### src/rtl/button_array_if.sv
// button_array_if: CPU read bus, button pins and interrupt for the button array.
interface button_array_if #(parameter int NBTN = 4);
    logic [NBTN-1:0] key;
    logic [31:0]     busaddr;
    logic [31:0]     busdata;
    logic            irq;
    modport master(output key, busaddr, input busdata, irq);
    modport slave(input key, busaddr, output busdata, irq);
endinterface

### src/rtl/button_array.sv
// button_array: synchronised, debounced push-buttons with sticky press/release flags,
// clear-on-read bus registers and a press interrupt.
module button_array #(
    parameter int CLKRATE   = 25000000,
    parameter int DBMSEC    = 150,
    parameter int NBTN      = 4,
    parameter int BASEADDR  = 411700,
    parameter int ACTIVELOW = 1
) (
    input logic            clk,
    input logic            rst,
    button_array_if.slave  bus
);
    localparam int DBMAX = CLKRATE / 1000 * DBMSEC;
    localparam int CW    = $clog2(DBMAX + 1);
    localparam logic [NBTN-1:0] IDLE = {NBTN{1'(ACTIVELOW)}};

    logic [NBTN-1:0] sync1_q, sync2_q, level_q, level_d, press_q, press_d, rel_q, rel_d, s;
    logic [CW-1:0]   cnt_q [NBTN];
    logic [CW-1:0]   cnt_d [NBTN];
    logic            rd_press, rd_level, rd_rel;

    assign s        = sync2_q ^ IDLE;
    assign rd_press = bus.busaddr == 32'(BASEADDR);
    assign rd_level = bus.busaddr == 32'(BASEADDR + 4);
    assign rd_rel   = bus.busaddr == 32'(BASEADDR + 8);

    // A completing event is OR-ed in after the read clear, so a colliding set survives.
    always_comb begin
        level_d = level_q;
        press_d = press_q & ~{NBTN{rd_press}};
        rel_d   = rel_q & ~{NBTN{rd_rel}};
        for (int i = 0; i < NBTN; i++) begin
            cnt_d[i] = '0;
            if (s[i] != level_q[i]) begin
                if (cnt_q[i] == CW'(DBMAX - 1)) begin
                    level_d[i] = s[i];
                    press_d[i] = press_d[i] | s[i];
                    rel_d[i]   = rel_d[i] | ~s[i];
                end else begin
                    cnt_d[i] = cnt_q[i] + CW'(1);
                end
            end
        end
    end

    always_ff @(posedge clk or posedge rst) begin
        if (rst) begin
            sync1_q <= IDLE;
            sync2_q <= IDLE;
            level_q <= '0;
            press_q <= '0;
            rel_q   <= '0;
            for (int i = 0; i < NBTN; i++) cnt_q[i] <= '0;
        end else begin
            sync1_q <= bus.key;
            sync2_q <= sync1_q;
            level_q <= level_d;
            press_q <= press_d;
            rel_q   <= rel_d;
            for (int i = 0; i < NBTN; i++) cnt_q[i] <= cnt_d[i];
        end
    end

    always_comb begin
        bus.busdata = rd_press ? 32'(press_q) :
                      rd_level ? 32'(level_q) :
                      rd_rel   ? 32'(rel_q)   : 32'h0;
        bus.irq     = |press_q;
    end
endmodule

### src/flat_wrapper.sv
// flat-port wrapper written by rule: the top's interface ports become plain ports
module button_array_flat 
#(
    parameter int CLKRATE   = 25000000,
    parameter int DBMSEC    = 150,
    parameter int NBTN      = 4,
    parameter int BASEADDR  = 411700,
    parameter int ACTIVELOW = 1
)
  (clk, rst, bus_key, bus_busaddr, bus_busdata, bus_irq);
  button_array_if #(.NBTN(NBTN)) bus_i ();
  input logic clk;
  input logic rst;
  input wire logic [$bits(bus_i.key)-1:0] bus_key;
  input wire logic [$bits(bus_i.busaddr)-1:0] bus_busaddr;
  output wire logic [$bits(bus_i.busdata)-1:0] bus_busdata;
  output wire logic [$bits(bus_i.irq)-1:0] bus_irq;
  assign bus_i.key = bus_key;
  assign bus_i.busaddr = bus_busaddr;
  assign bus_busdata = bus_i.busdata;
  assign bus_irq = bus_i.irq;
  button_array #(.CLKRATE(CLKRATE), .DBMSEC(DBMSEC), .NBTN(NBTN), .BASEADDR(BASEADDR), .ACTIVELOW(ACTIVELOW)) u_core (.clk(clk), .rst(rst), .bus(bus_i));
endmodule
### config.mk
export PLATFORM = sky130hd
export DESIGN_NAME = button_array_flat
export DESIGN_NICKNAME = d
export VERILOG_FILES = /design/src/rtl/button_array_if.sv /design/src/rtl/button_array.sv /design/src/flat_wrapper.sv
export SDC_FILE = /design/constraint.sdc
export NUM_CORES = 1
export LEC_CHECK = 0
export CORE_AREA = 2 2 104 106
export CTS_BUF_LIST = sky130_fd_sc_hd__clkbuf_8 sky130_fd_sc_hd__clkbuf_16
export CTS_CLUSTER_DIAMETER = 150
export DETAILED_ROUTE_END_ITERATION = 6
export DIE_AREA = 0 0 106 108
export GPL_TIMING_DRIVEN = 1
export HOLD_SLACK_MARGIN = 0.15
export PLACE_DENSITY = 0.8
export SLEW_MARGIN = 10
export SYNTH_ARGS = -nofsm -noshare
export SYNTH_HDL_FRONTEND = slang
export SYNTH_SLANG_ARGS = --single-unit
### constraint.sdc
create_clock -name clk -period 5.2 [get_ports clk]
set_clock_uncertainty 0.05 [all_clocks]
set_input_delay 1.04 -clock clk [delete_from_list [all_inputs] [get_ports clk]]
set_output_delay 1.04 -clock clk [all_outputs]
set_load 0.05 [all_outputs]
Yosys cells after proc, flatten, opt, wreduce, memory -nomap -nowiden

Cells that the tools add are included.

Add/sub/neg operators: 4
Eq/ne operators: 11
Mux-type cells: 27
Bitwise logic cells: 17
Reductions and logical operators: 5

Operators by type and width:

| operator                | count |
|---|---|
| $mux W22                | 8 |
| $eq A32 B19 Y1 const B  | 3 |
| $add A22 B1 Y22 const B | 4 |
| $eq A22 B22 Y1 const B  | 4 |
| $mux W32                | 2 |
| $mux W1                 | 16 |
| $not A4 Y4              | 3 |
| $and A4 B4 Y4           | 2 |
| $or A1 B1 Y1            | 8 |
| $reduce_and A2 Y1       | 4 |
| $mux W4                 | 1 |
| $ne A1 B1 Y1            | 4 |
| $not A1 Y1              | 4 |
| $reduce_or A4 Y1        | 1 |

Word-level logic and storage cells: 76
Output and inout port bits: 33
Register bits after elaboration: 108
Bits of input ports: 38

Logic depth before layout (Yosys ltp)

Word-level depth: 6
Mapped depth: 7
Mapped depth without buffers: 5

Worst setup path after synthesis

OpenSTA, ideal clock, no wires.

Path type: in2out
From: in bus_busaddr[19]
To: out bus_busdata[0]
Buffers on the path: 0
Stages: 4
Setup slack: 1808 ps
Arrival: 2302 ps
Required time: 4110 ps
Cells stage by stage: nor4b_1 -> and4_1 -> nand2_1 -> nor2_1

Word-level cells in the longest chain between the ends: 4
Elaborated cells on any way between the ends: 6
Classes of those cells: eq/ne: 3; mux: 3

Ends and longest elaborated chain:

| item           | line               | text |
|---|---|---|
| from (decl)    | flat_wrapper.sv:15 | `input wire logic [$bits(bus_i.busaddr)-1:0] bus_busaddr;` |
| $eq A32 B19 Y1 | button_array.sv:26 | `assign rd_rel = bus.busaddr == 32'(BASEADDR + 8);` |
| $mux W4        | button_array.sv:68 | `rd_rel ? 32'(rel_q) : 32'h0;` |
| $mux W32       | button_array.sv:67 | `rd_level ? 32'(level_q) :` |
| $mux W32 (*)   | button_array.sv:66 | `bus.busdata = rd_press ? 32'(press_q) :` |
| to (decl)      | flat_wrapper.sv:16 | `output wire logic [$bits(bus_i.busdata)-1:0] bus_busdata;` |

Mark *: on every way between the ends. The rest lies on a longest branch, timed or not.

Worst setup path after layout

From: in bus_busaddr[7]
To: out bus_busdata[2]

The elaborated chain is that of the path after synthesis.

==> impl_metrics.tcl <==
set metrics [dict create \
    yosysSeqAreaShare 0.4838 \
    cp.depth 6 \
    track_usage 0.2113 \
    clk_pin_slew_ns 0.08 \
    num-nets-final 659 \
    die-width_um 106 \
    grt_pass1_vias 4374 \
    hold_viol_final 0 \
    power_density_mw_per_mm2 230.9 \
    fin_crit_sh 0.8392 \
    status "finished clean" \
    fin_crit_ns 4.364 \
    cts_root_buf "clkbuf_8" \
    cp.buffers_inverters 2 \
    insertion_delay_ns 0.37 \
    post_drt_wl_per_cell_um 14.94 \
    slowest_stage "clkdlybuf4s50_1" \
    cts_made_buffers 9 \
    yosys_warnings 0 \
    synth.area.top_cells "dfrtp_1 (45%), xor2_1 (5.0%), nor2_1 (3.8%)" \
    drive_gt1_frac 0.06602 \
    die_area_mm2 0.01145 \
    fin_tns_setup_ns 0 \
    io_pins 71 \
    cts_tree "done" \
    vias_per_cell 5.898 \
    drv_slew 0 \
    drtAntennaViolNets 0 \
    clock_sinks 108 \
    cts_setup_buffers 0 \
    critPathTopFamily "buffers and inverters" \
    crit_fanout 4 \
    drcViolationCount 0 \
    min_path_cells 0 \
    antenna_found_initial 0 \
    netlist.top_cell.by_area "dfrtp_1" \
    h-tree-depth 3 \
    core_area_mm2 0.01023 \
    p_leak_nw 2.522 \
    finalSetupViolations 0 \
    synth-edff-count 0 \
    mappedNetlistArea_mm2 0.005607 \
    drv_cap 0 \
    reg2regPathDepth 6 \
    start_util 0.5480 \
    dp_slack_ns 0.8600 \
    ys_seq_elements 108 \
    place.port_buffers 42 \
    cp_slowest_stage_delay_ns 0.84 \
    drt_iter0_markers 214 \
    critPathRequiredTime_ns 4.11 \
    place_congestion 0.8143 \
    ir_drop_v 0.0001522 \
    dr.pass1.iters 4 \
    grt_max_degree 87 \
    power_mw 1.436 \
    vias 4465 \
    start_kind "input port" \
    relSlewSlack 0.3029 \
    routed_wl_um 11310 \
    netlist_instances 578 \
    endpoint_kind "output pin" \
    tightest_slew_ns 1.046 \
    async_reset_ff_frac 1.000 \
    cts_resized 0 \
    postCtsHoldBufs 0 \
    synth.top_cell.area_share 0.4463 \
    path_cells "clkdlybuf4s50_1, nor4b_1, and4_1, nand2_1, nor2_1, clkdlybuf4s50_1" \
    diodes 0 \
    dp_hpwl_um 7984 \
    grt_pass1_wl_um 19590 \
    hp-class "flop to flop" \
    arrival_ns 3.27 \
    synth_cell_types 47 \
    cts_buffer_depth 2 \
    rsz0062_at_grt "false" \
    synth_ff_type "dfrtp_1" \
    syn_avg_cell_area_um2 9.700 \
    synthToLayoutAreaGrowth_pct 10.94 \
    worstSetupPathType "input port to output pin" \
    cp_common_cell "clkdlybuf4s50_1" \
    timing.fmax_mhz 229.2 \
    place_area_mm2 0.006060 \
    std_cell_rows 37 \
    final_area_mm2 0.006220 \
    worst_slack_ns 0.8361 \
    grt_overflow_total 0 \
    die_h_um 108 \
]
[path summary, 6_finish.rpt]
path	slack (ns)	startpoint	end
hold reg to reg	0.31	u_core.sync1_q[0]$_DFF_PP1_	u_core.sync2_q[0]$_DFF_PP1_
hold / removal	0.31	u_core.sync1_q[0]$_DFF_PP1_	u_core.sync2_q[0]$_DFF_PP1_
min in group asynchronous	1.21	rst	u_core.cnt_q[33]$_DFF_PP0_
setup / recovery	0.84	bus_busaddr[7]	bus_busdata[2]
setup reg to reg	2.88	u_core.cnt_q[22]$_DFF_PP0_	u_core.cnt_q[39]$_DFF_PP0_
max in group asynchronous	2.96	rst	u_core.sync1_q[2]$_DFF_PP1_
[placed cells by master (no fill, tap or decap), drive strengths merged, types with 2 or more instances in the layout]
master	count
a21o	3
a22o	3
or3	25
nand3	30
dfstp	8
a21oi	38
buf	5
o31ai	14
and2	4
nor4	8
nor3b	2
and4	16
nand2	30
nand4b	5
clkbuf	10
xnor2	13
o21ai	34
and3	13
nor3	4
nor2	57
mux2	3
nor4bb	2
conb	28
or2	4
or4	19
dfrtp	100
ha	4
xor2	32
nand4	27
inv	14
nor4b	9
clkinv	3
clkdlybuf4s50	42
a22oi	4
[state kept, by name (all words and copies together) (netlist names)]
name            flops
u_core.cnt_q       88
u_core.level_q      4
u_core.sync2_q      4
u_core.press_q      4
u_core.sync1_q      4
u_core.rel_q        4
[through the flow]
step	hold WS, ns	std cells	utilization
after floorplan	0.2952	605	-
after global placement	0.2955	742	0.5923
after detailed placement	0.2970	742	0.5923
after CTS	0.3091	757	0.6079
after global routing	0.3143	757	0.6079
final	0.3086	757	0.6079
[routing by layer]
layer  vias to the layer above  wire (um)  global-route usage
li1                       2145          -                   -
met1                      2167       5006              0.2695
met2                       136       5564              0.3627
met3                        17        533             0.03074
met4                         0        204             0.09023
met5                         -          0                   0
[Yosys cell counts (5+ instances only)]
master / n
a21oi_1: 38
and3_1: 13
and4_1: 15
buf_4: 28
clkbuf_1: 17
dfrtp_1: 100
dfstp_2: 8
inv_1: 12
nand2_1: 29
nand3_1: 28
nand4_1: 27
nand4b_1: 5
nor2_1: 57
nor4_1: 8
nor4b_1: 9
o21ai_0: 34
o31ai_1: 14
or3_1: 25
or4_1: 16
xnor2_1: 13
xor2_1: 32
[worst reg2reg max path, cell delays in order, from the launching register on]
cell     delay (ns)
dfrtp_1        0.41
ha_1           0.25
nand3_4        0.13
or2_2          0.34
o21ai_1        0.64
buf_4          0.32
a21oi_1        0.07
[cells by family after synthesis]
kind of cell | count (synthesis) | share of synthesized area
AOI/OAI and AO/OA | 99 | 0.1015
xor gates and xnor gates | 45 | 0.07030
adders and majority gates | 4 | 0.008927
buffers and inverters | 58 | 0.05780
DFF | 108 | 0.4838
muxes | 4 | 0.007810
other | 1 | 0.0006689
and+or+nand+nor | 259 | 0.2691
[power breakdown]
part	switching (mW)	internal (mW)
Sequential	0.0112	0.852
Clock	0.271	0.179
Combinational	0.0846	0.0377
Total	0.367	1.07
[final cells by class]
cell class	count	area, um^2
Clock buffer	10	137.6
Clock inverter	5	22.52
Fill cell	876	4011
Inverter	12	47.55
Multi-Input combinational cell	439	2671
Sequential cell	108	2713
Tap cell	136	170.2
Timing Repair Buffer	47	457.9
(Power assumes the default switching activity.)
==> RTL change: new RTL, same flow settings <==
`NBTN` is set to 4 in 3 places; all go to 2.
--- a/src/rtl/button_array_if.sv
+++ b/src/rtl/button_array_if.sv
@@ -1,5 +1,5 @@
 // button_array_if: CPU read bus, button pins and interrupt for the button array.
-interface button_array_if #(parameter int NBTN = 4);
+interface button_array_if #(parameter int NBTN = 2);
     logic [NBTN-1:0] key;
     logic [31:0]     busaddr;
     logic [31:0]     busdata;
--- a/src/rtl/button_array.sv
+++ b/src/rtl/button_array.sv
@@ -3,7 +3,7 @@
 module button_array #(
     parameter int CLKRATE   = 25000000,
     parameter int DBMSEC    = 150,
-    parameter int NBTN      = 4,
+    parameter int NBTN      = 2,
     parameter int BASEADDR  = 411700,
     parameter int ACTIVELOW = 1
 ) (
--- a/src/flat_wrapper.sv
+++ b/src/flat_wrapper.sv
@@ -3,7 +3,7 @@
 #(
     parameter int CLKRATE   = 25000000,
     parameter int DBMSEC    = 150,
-    parameter int NBTN      = 4,
+    parameter int NBTN      = 2,
     parameter int BASEADDR  = 411700,
     parameter int ACTIVELOW = 1
 )
Ports: changed (resized bus_key); port bits go from 71 to 69. The function was not compared with the original's and may differ.
==> RTL change against the unedited design <==
Worst setup slack worse by 180 ps. Wire length is 47% lower. Combinational power decreased by 18%. Synthesized area is 47% lower. Via count down 46%. Sequential cell count decreased by 54. Total power shrank 47%. Final area is 44% lower. Cell count fell by 35%. Largest cell class is now multi-input gates. Largest power group unchanged.
==> RTL change: results (changes against the unedited design) <==
| Metric | Value |
|---|---|
| Status | complete, no violations (unchanged) |
| Drt wl/cell | 12.1 um (was 14.9 um) |
| CP peak stage delay | 810 ps (was 840 ps) |
| Root Driver | clkbuf_8 (unchanged) |
| Vias/cell | 4.92 (was 5.90) |
| Post-CTS setup buffers | 0 (unchanged) |
| Hold Crit Class | reg -> reg (unchanged) |
| DR iter-0 viols | 146 (was 214) |
| DRT Pass-1 Iters | 4 (unchanged) |
| CP max FO | 5 (was 4) |
| Static Leak | 1.31 nW (was 2.52 nW) |
| Most area-consuming cells after synthesis | dfrtp_1 (42%), buf_4 (7.5%), xnor2_1 (5.6%) (was dfrtp_1 (45%), xor2_1 (5.0%), nor2_1 (3.8%)) |
| Port bufs | 38 (was 42) |
| Gp weighted congestion | 0.846 (was 0.814) |
| Synth async-reset ratio | 100% (unchanged) |
| Share of cells above drive strength 1 | 7.32% (was 6.60%) |
| Unique masters post-synth | 42 (was 47) |
| Worst skew pair latency | 300 ps (was 370 ps) |
| Inserted Clock Buffers | 5 (was 9) |
| Synth top cells by count | dfrtp_1 (50), nor2_1 (33), buf_4 (30) (was dfrtp_1 (100), nor2_1 (57), a21oi_1 (38)) |
| First-pass GRT wire length | 10100 um (was 19600 um) |
| Max reg flops | 44 (was 88) |
| Maximum vdd ir drop | 0.0000975 V (was 0.000152 V) |
| Largest reg by FF count | u_core.cnt_q (unchanged) |
| Total Routing Usage GR | 10.5% (was 21.1%) |
| Fin nets | 392 (was 659) |
| Worst slew pin tran | 901 ps (was 1050 ps) |
| H-tree levels | 2 (was 3) |
| Post-DP HPWL | 4340 um (was 7980 um) |
| Post_cts resized | 0 (unchanged) |
| Sequential cell area fraction in the yosys report | 45.2% (was 48.4%) |
| Slowest cell on the critical path | clkdlybuf4s50_1 (unchanged) |
| Sw Ratio | 26.6% (was 25.5%) |
| Clk slew on worst S/H paths | 90 ps |
| DRC | 0 (unchanged) |
| Largest net degree at the start of global routing | 55 (was 87) |
| Main synth FF type | dfrtp_1 (unchanged) |
| Bufs on Longest Clock Path | 2 (unchanged) |
| FILL cells | 1012 (was 876) |
| Antenna Cells | 0 (unchanged) |
| Antenna violations before repair | 0 (unchanged) |
| WP data required | 4110 ps (about the same) |
| Delay-heaviest family, CP | buffers and inverters (unchanged) |
| Yosys warnings | 0 (unchanged) |
[RTL change: changes by cell type in the layout (fill, tap and decap cells not counted), sizes merged, moves of 14 or more]
cell	change
or3	-17
dfrtp	-50
nor2	-24
xor2	-23
o21ai	-18
a21oi	-24
nand3	-14
[RTL change: layout make-up]
cell class              count  area share, %
clock buffers               6           2.35
repair buffers             39           11.1
well taps                 136           4.85
clock inverters             2          0.250
flip-flops and latches     54           38.7
inverters                   3          0.357
multi-input cells         251           42.5
[RTL change: power by group through the flow]
stage | combinational (mW) | sequential (mW) | clock [mW]
after CTS | 0.101 | 0.432 | 0.244
after global placement | 0.0994 | 0.440 | 0
final | 0.100 | 0.432 | 0.234
after global routing | 0.107 | 0.433 | 0.258
after floorplan | 0.0860 | 0.439 | 0
after detailed placement | 0.101 | 0.440 | 0
[RTL change: kinds of logic (layout without fill, tap and decap cells)]
logic type | Yosys count | count (layout) | share of synthesized area [%]
AOI/OAI and AO/OA | 44 | 44 | 8.64
xor gates and xnor gates | 28 | 28 | 8.18
adders and majority gates | 2 | 2 | 0.835
buffers and inverters | 38 | 50 | 8.68
DFF | 54 | 54 | 45.2
muxes | 2 | 2 | 0.751
other | 1 | 30 | 0.125
and+or+nand+nor | 145 | 145 | 27.5
[RTL change: stage by stage]
stage / instance area (um^2) / cells / hold slack (ps) / setup WS (ps)
after floorplan: 3110 / 343 / 295 / 1520
after global placement: 3420 / 483 / 298 / 745
after detailed placement: 3420 / 483 / 298 / 622
after CTS: 3510 / 491 / 311 / 612
after global routing: 3510 / 491 / 313 / 540
final: 3510 / 491 / 310 / 654
[RTL change: worst paths after layout]
path / cells after the start / slack, ps / to / startpoint
setup reg to reg: 6 / 2630 / u_core.cnt_q[10] / u_core.cnt_q[0]
hold reg to reg: 0 / 310 / u_core.sync2_q[0] / u_core.sync1_q[0]
setup / recovery: 6 / 650 / bus_busdata[0] / bus_busaddr[13]
min in group asynchronous: 2 / 1190 / u_core.cnt_q[16] / rst
max in group asynchronous: 2 / 3380 / u_core.cnt_q[13] / rst
hold / removal: 0 / 310 / u_core.sync2_q[0] / u_core.sync1_q[0]
[RTL change: worst reg2reg max path, cell delays in order, from the launching register on]
cell and delay [ps]:
dfrtp_1 420, ha_1 230, nand3_2 190, or4_1 600, o21ai_1 610, buf_4 300
nor2_1 70
[RTL change: metal layers]
layer / GRT usage [%] / routed length [um] / vias up
li1: - / - / 1159
met1: 12.6 / 2650 / 1159
met2: 18.8 / 2790 / 92
met3: 1.93 / 428 / 5
met4: 3.57 / 60 / 0
met5: 0 / 0 / -
